$ cat src/rtl/customized_round_pack.sv
// Rounds a wide {sign, exponent, mantissa} product to IEEE single precision (round-to-nearest-even)
// and packs the result through a two-stage valid/ready pipeline.
module customized_round_pack #(
   parameter int exp_len          = 8,
   parameter int montissa_len_in  = 47,
   parameter int montissa_len_out = 23
) (
   input  logic                                  clk,
   input  logic                                  rst_n,
   input  logic                                  in_valid,
   output logic                                  in_ready,
   input  logic [exp_len+montissa_len_in:0]      in_data,
   output logic                                  out_valid,
   input  logic                                  out_ready,
   output logic [exp_len+montissa_len_out:0]     out_data,
   output logic                                  out_inexact,
   output logic                                  out_overflow
);

   localparam int in_w      = 1 + exp_len + montissa_len_in;
   localparam int guard_pos = montissa_len_in - montissa_len_out - 1;
   localparam logic [exp_len-1:0] exp_max     = '1;
   localparam logic [exp_len-1:0] exp_pre_max = exp_max - 1'b1;
   localparam logic [montissa_len_out-1:0] qnan_frac = {1'b1, {(montissa_len_out-1){1'b0}}};

   typedef enum logic [1:0] {
      KIND_NORM,
      KIND_NAN,
      KIND_INF,
      KIND_ZERO
   } kind_t;

   logic                          in_sign;
   logic [exp_len-1:0]            in_exp;
   logic [montissa_len_in-1:0]    in_frac;
   logic [montissa_len_out-1:0]   keep;
   logic                          guard;
   logic                          sticky;
   logic                          round_up;
   logic [montissa_len_out:0]     mant_r;
   kind_t                         kind_d;
   logic                          inexact_d;

   logic                          s1_valid;
   logic                          s1_sign;
   logic [exp_len-1:0]            s1_exp;
   logic [montissa_len_out:0]     s1_mant;
   kind_t                         s1_kind;
   logic                          s1_inexact;

   logic                          s2_load;
   logic                          s1_load;
   logic [exp_len-1:0]            exp_inc;
   logic [exp_len+montissa_len_out:0] s2_data_d;
   logic                          s2_inexact_d;
   logic                          s2_overflow_d;

   assign s2_load  = s1_valid && (!out_valid || out_ready);
   assign in_ready = !s1_valid || s2_load;
   assign s1_load  = in_valid && in_ready;

   assign in_sign = in_data[in_w-1];
   assign in_exp  = in_data[in_w-2 -: exp_len];
   assign in_frac = in_data[montissa_len_in-1:0];

   // Stage 1 decode: round the mantissa and classify the operand.
   always_comb begin
      keep      = in_frac[montissa_len_in-1 -: montissa_len_out];
      guard     = in_frac[guard_pos];
      sticky    = |in_frac[guard_pos-1:0];
      round_up  = guard & (sticky | keep[0]);
      mant_r    = {1'b0, keep} + {{montissa_len_out{1'b0}}, round_up};
      kind_d    = KIND_NORM;
      inexact_d = guard | sticky;
      if (in_exp == exp_max) begin
         kind_d    = (in_frac != '0) ? KIND_NAN : KIND_INF;
         inexact_d = 1'b0;
      end else if (in_exp == '0) begin
         kind_d    = KIND_ZERO;
         inexact_d = (in_frac != '0);
      end
   end

   always_ff @(posedge clk or negedge rst_n) begin
      if (!rst_n) begin
         s1_valid   <= 1'b0;
         s1_sign    <= 1'b0;
         s1_exp     <= '0;
         s1_mant    <= '0;
         s1_kind    <= KIND_NORM;
         s1_inexact <= 1'b0;
      end else begin
         if (s1_load) begin
            s1_valid   <= 1'b1;
            s1_sign    <= in_sign;
            s1_exp     <= in_exp;
            s1_mant    <= mant_r;
            s1_kind    <= kind_d;
            s1_inexact <= inexact_d;
         end else if (s2_load) begin
            s1_valid <= 1'b0;
         end
      end
   end

   // Stage 2 pack: a rounding carry bumps the exponent and may saturate to infinity.
   always_comb begin
      exp_inc       = s1_exp + {{(exp_len-1){1'b0}}, 1'b1};
      s2_data_d     = {s1_sign, s1_exp, s1_mant[montissa_len_out-1:0]};
      s2_inexact_d  = s1_inexact;
      s2_overflow_d = 1'b0;
      case (s1_kind)
         KIND_NAN:  s2_data_d = {s1_sign, exp_max, qnan_frac};
         KIND_INF:  s2_data_d = {s1_sign, exp_max, {montissa_len_out{1'b0}}};
         KIND_ZERO: s2_data_d = {s1_sign, {(exp_len+montissa_len_out){1'b0}}};
         default: begin
            if (s1_mant[montissa_len_out]) begin
               s2_data_d = {s1_sign, exp_inc, {montissa_len_out{1'b0}}};
               if (s1_exp == exp_pre_max) begin
                  s2_overflow_d = 1'b1;
                  s2_inexact_d  = 1'b1;
               end
            end
         end
      endcase
   end

   always_ff @(posedge clk or negedge rst_n) begin
      if (!rst_n) begin
         out_valid    <= 1'b0;
         out_data     <= '0;
         out_inexact  <= 1'b0;
         out_overflow <= 1'b0;
      end else begin
         if (s2_load) begin
            out_valid    <= 1'b1;
            out_data     <= s2_data_d;
            out_inexact  <= s2_inexact_d;
            out_overflow <= s2_overflow_d;
         end else if (out_ready) begin
            out_valid <= 1'b0;
         end
      end
   end

endmodule

$ cat config.mk
export PLATFORM = sky130hd
export DESIGN_NAME = customized_round_pack
export DESIGN_NICKNAME = d
export VERILOG_FILES = /design/src/rtl/customized_round_pack.sv
export SDC_FILE = /design/constraint.sdc
export NUM_CORES = 1
export LEC_CHECK = 0
export CORE_MARGIN = 2
export CORE_UTILIZATION = 49
export DETAILED_ROUTE_END_ITERATION = 16
export GPL_ROUTABILITY_DRIVEN = 0
export PLACE_DENSITY_LB_ADDON = 0.08
export SLEW_MARGIN = 20
export SYNTH_ARGS = -nofsm -noshare
export SYNTH_HDL_FRONTEND = slang
export SYNTH_SLANG_ARGS = --single-unit
$ cat constraint.sdc
create_clock -name clk -period 1.8 [get_ports clk]
set_clock_uncertainty 0.15 [all_clocks]
set_input_delay 0.36 -clock clk [delete_from_list [all_inputs] [get_ports clk]]
set_output_delay 0.36 -clock clk [all_outputs]
set_load 0.05 [all_outputs]
==> run summary <==
* **setup repair after global routing missed its margin** yes
* **layout cells sized above 1** 27.61%
* **starting density of the core** 50.42%
* **fin worst setup slack** -0.07204 ns
* **number of buffers between clock root and the deepest sink** 2
* **crit path capture type** flop
* **top cells by area in the synthesized netlist** sky130_fd_sc_hd__dfrtp_1 (50%), sky130_fd_sc_hd__nand2_1 (11%), sky130_fd_sc_hd__o21ai_0 (6.2%)
* **PwrDens** 949.9 mW/mm2
* **global route overflow** 0
* **width of the chip** 90.16 um
* **Cell Rows** 31
* **Worst setup endpoint** s1_kind[1]
* **insertion delay to the later sink of the worst-skew pair** 0.35 ns
* **Register-to-Register Setup Slack** 0.18 ns
* **worst flop-to-flop path startpoint** s1_exp[0]
* **number of flops mapped to enable cells by yosys** 0
* **flip-flop cell with the highest count after synthesis** sky130_fd_sc_hd__dfrtp_1
* **post-synthesis to final-layout area growth** 54.01%
* **Final Setup Violations** 1
* **depth of the CTS H-tree** 3
* **synthesized cell area** 0.003637 mm2
* **Worst Hold Class** input port to flop
* **clock sinks** 72
* **post-synth net total** 472
* **net load switching power** 1.846 mW
* **global-route wire length before repair** 15820 um
* **core region area** 0.007214 mm2
* **clock tree from TritonCTS** built
* **clock root buffer** sky130_fd_sc_hd__clkbuf_8
* **post-route total power** 5.321 mW
* **post-synthesis cell type with the largest combined area** sky130_fd_sc_hd__dfrtp_1
* **IR drop worst, VDD** 0.4026 mV
* **remaining number of nets flagged by the antenna check after routing** 0
* **port buffer count** 95
* **Pre-antenna DRT Iters** 5
* **vias in the first global route** 3389
* **FF-to-FF End** out_data[29]
* **kind of start point of the critical path** input port
* **number of warnings printed during yosys synthesis** 0
* **unique cell type count in the Yosys netlist** 44
* **worst slew margin relative to its limit** 74.89%
* **summed area of non-filler cells in the final layout** 0.005602 mm2
* **register share of total power** 38.7%
* **DP HPWL** 7032 um
* **area of the die** 0.008128 mm2
* **gate count after technology mapping** 407
* **synthesized area per cell** 8.937 um2
* **# IOs** 96
* **achievable frequency** 534.2 MHz
* **Clock transition at path regs** 0.07 ns
* **WP data required** 1.92 ns
* **Post-synth ARST share** 100.0%
* **average via count per standard cell** 5.414
* **depth of the worst register-to-register path** 5
* **flip-flop and latch count after synthesis** 72
* **worst setup path startpoint** in_data[5]
* **total detailed-routing wirelength** 9979 um
* **number of nets in the final layout** 625
* **Placement Cell Area** 0.005106 mm2
* **antenna violations before repair** 0
* **Min Clock Period, post-route** 1.872 ns
* **outcome** finished with violations
* **area share of the largest cell type after synthesis** 49.54%
* **switching fraction of total power** 34.69%
* **maximum number of pins on one net before global-route repair** 73
* **post-synthesis sequential area ratio** 49.54%
* **pre-CTS setup slack** -0.6447 ns
* **Die Height** 90.16 um
* **Remaining DRCs** 0
* **failing checks** setup timing
* **final hold viol count** 0
* **standby leakage power** 2.560 nW
* **per-cell routed wire length** 15.03 um
* **max-slew violation count** 0
* **Setup CP Type** input port to flop
* **number of max-cap violations** 0
* **design internal power** 3.475 mW
* **number of vias after detailed routing** 3595
* **part of the total power dissipated in the clock network** 29.5%
* **number of buffers created by CTS** 9
* **Tightest Pin Transition** 0.3766 ns
* **diodes inserted** 0
* **global-route usage over all layers** 24.04%
* **logic gate share of total power** 31.9%
* **post-route clock period utilization** 104.0%
* **maximum fanout along the worst path** 2
* **Iter 0 DRT Violations** 180
* **Data arrival, critical path** 1.99 ns
per-stage QoR:
step | instances | utilization, % | setup TNS [ns] | hold WS [ns]
after global placement | 640 | 70.78 | -9.847 | 0.2620
final | 664 | 77.64 | -0.07204 | 0.1531
after global routing | 664 | 77.64 | -0.2191 | 0.1618
after detailed placement | 640 | 70.78 | -10.88 | 0.2676
after floorplan | 407 | - | -4.173 | -0.08559
after CTS | 661 | 75.27 | 0 | 0.2223
Yosys cell counts, types with 3 or more instances:
library cell and n:
sky130_fd_sc_hd__nand2_1 102, sky130_fd_sc_hd__dfrtp_1 72, sky130_fd_sc_hd__o21ai_0 45, sky130_fd_sc_hd__nor2_1 18, sky130_fd_sc_hd__clkbuf_1 17, sky130_fd_sc_hd__nor4_1 14
sky130_fd_sc_hd__nand3_1 12, sky130_fd_sc_hd__a31oi_1 10, sky130_fd_sc_hd__nand4_1 10, sky130_fd_sc_hd__xnor2_1 10, sky130_fd_sc_hd__o31ai_1 8, sky130_fd_sc_hd__or4_1 8
sky130_fd_sc_hd__inv_1 7, sky130_fd_sc_hd__nor3_1 7, sky130_fd_sc_hd__ha_1 5, sky130_fd_sc_hd__or3_1 5, sky130_fd_sc_hd__xor2_1 5, sky130_fd_sc_hd__a211oi_1 4
sky130_fd_sc_hd__a21o_1 4, sky130_fd_sc_hd__a22o_1 3, sky130_fd_sc_hd__and3_1 3, sky130_fd_sc_hd__nand2b_1 3, sky130_fd_sc_hd__nand4b_1 3
per-layer routing:
| layer | part of all wire, % | wire length (um) | vias to the layer above | track usage (%) |
|---|---|---|---|---|
| met5 | 0 | 0 | - | 0 |
| met4 | 1.8 | 181 | 0 | 8.846 |
| met3 | 6.1 | 611 | 20 | 4.946 |
| met2 | 48 | 4813 | 131 | 38.10 |
| met1 | 44 | 4372 | 1695 | 32.87 |
| li1 | - | - | 1749 | - |
flip-flops by register name (all words and copies together) (netlist names), 2 cells and up:
register	count
s1_mant	24
out_data	32
s1_exp	8
s1_kind	2
critical path: stages:
cell	delay [ns]
sky130_fd_sc_hd__clkdlybuf4s50_1	0.44
sky130_fd_sc_hd__nor4_4	0.32
sky130_fd_sc_hd__nand3b_1	0.17
sky130_fd_sc_hd__or4_4	0.55
sky130_fd_sc_hd__a22oi_2	0.15
what timing repair did:
item	in CTS	in global routing
buffers inserted	4	3
endpoints found under the hold margin	72	0
resized for setup	48	35
hold buffers	1	0
endpoints found under the setup margin	17	13
pin swaps	18	19
cloned	0	0
final cells by class:
| type | instances | area [um2] |
|---|---|---|
| Timing Repair Buffer | 165 | 1493 |
| Tap cell | 99 | 123.9 |
| Multi-Input combinational cell | 305 | 1911 |
| Inverter | 7 | 26.28 |
| Clock buffer | 11 | 141.4 |
| Clock inverter | 5 | 103.9 |
| Fill cell | 512 | 1613 |
| Sequential cell | 72 | 1803 |
worst min-delay path by stage:
stage	from	to	slack, ns	cells after the start
6_report	in_data[50]	s1_exp[3]	0.15	3
5_1_grt	in_data[50]	s1_exp[3]	0.16	3
4_1_cts	in_data[53]	s1_exp[6]	0.22	3
3_5_place_dp	rst_n	s1_sign	0.27	2
3_3_place_gp	rst_n	out_data[27]	0.26	2
2_1_floorplan	rst_n	out_data[0]	-0.09	0
cell families (layout without fill, tap and decap cells):
| kind of cell | after synthesis | in the layout | synth area share (%) |
|---|---|---|---|
| buffers and inverters | 30 | 188 | 3.715 |
| flip-flops | 72 | 72 | 49.54 |
| XOR/XNOR | 15 | 15 | 3.612 |
| AO/OA/AOI/OAI | 83 | 83 | 13.86 |
| AND/OR/NAND/NOR | 199 | 199 | 26.69 |
| adder cells (fa/ha/maj) | 5 | 5 | 1.720 |
| multiplexers | 3 | 3 | 0.8600 |
cell usage in the layout, fill, tap and decap left out, types with 10 or more instances in the layout:
cell type                         Yosys  final
sky130_fd_sc_hd__dlymetal6s2s_1       0     12
sky130_fd_sc_hd__nor2_1              18     15
sky130_fd_sc_hd__o21ai_0             45     41
sky130_fd_sc_hd__dlygate4sd2_1        0     28
sky130_fd_sc_hd__nand2_1            102    100
sky130_fd_sc_hd__dfrtp_1             72     71
sky130_fd_sc_hd__clkbuf_8             0     10
sky130_fd_sc_hd__buf_4                1     91
sky130_fd_sc_hd__a31oi_1             10     10
sky130_fd_sc_hd__xnor2_1             10     10
sky130_fd_sc_hd__clkdlybuf4s50_1      0     15
sky130_fd_sc_hd__nand4_1             10     10
sky130_fd_sc_hd__nand3_1             12     11
power by group through the flow:
stage / Combinational (mW) / Clock, mW / Sequential [mW]
floorplan: 0.468 / 0 / 2.59
detailed placement: 1.68 / 0 / 2.09
finish: 1.70 / 1.57 / 2.06
global route: 1.81 / 1.64 / 2.09
global placement: 1.65 / 0 / 2.07
CTS: 1.68 / 1.57 / 2.06
Power figures use the tool's default switching activity.
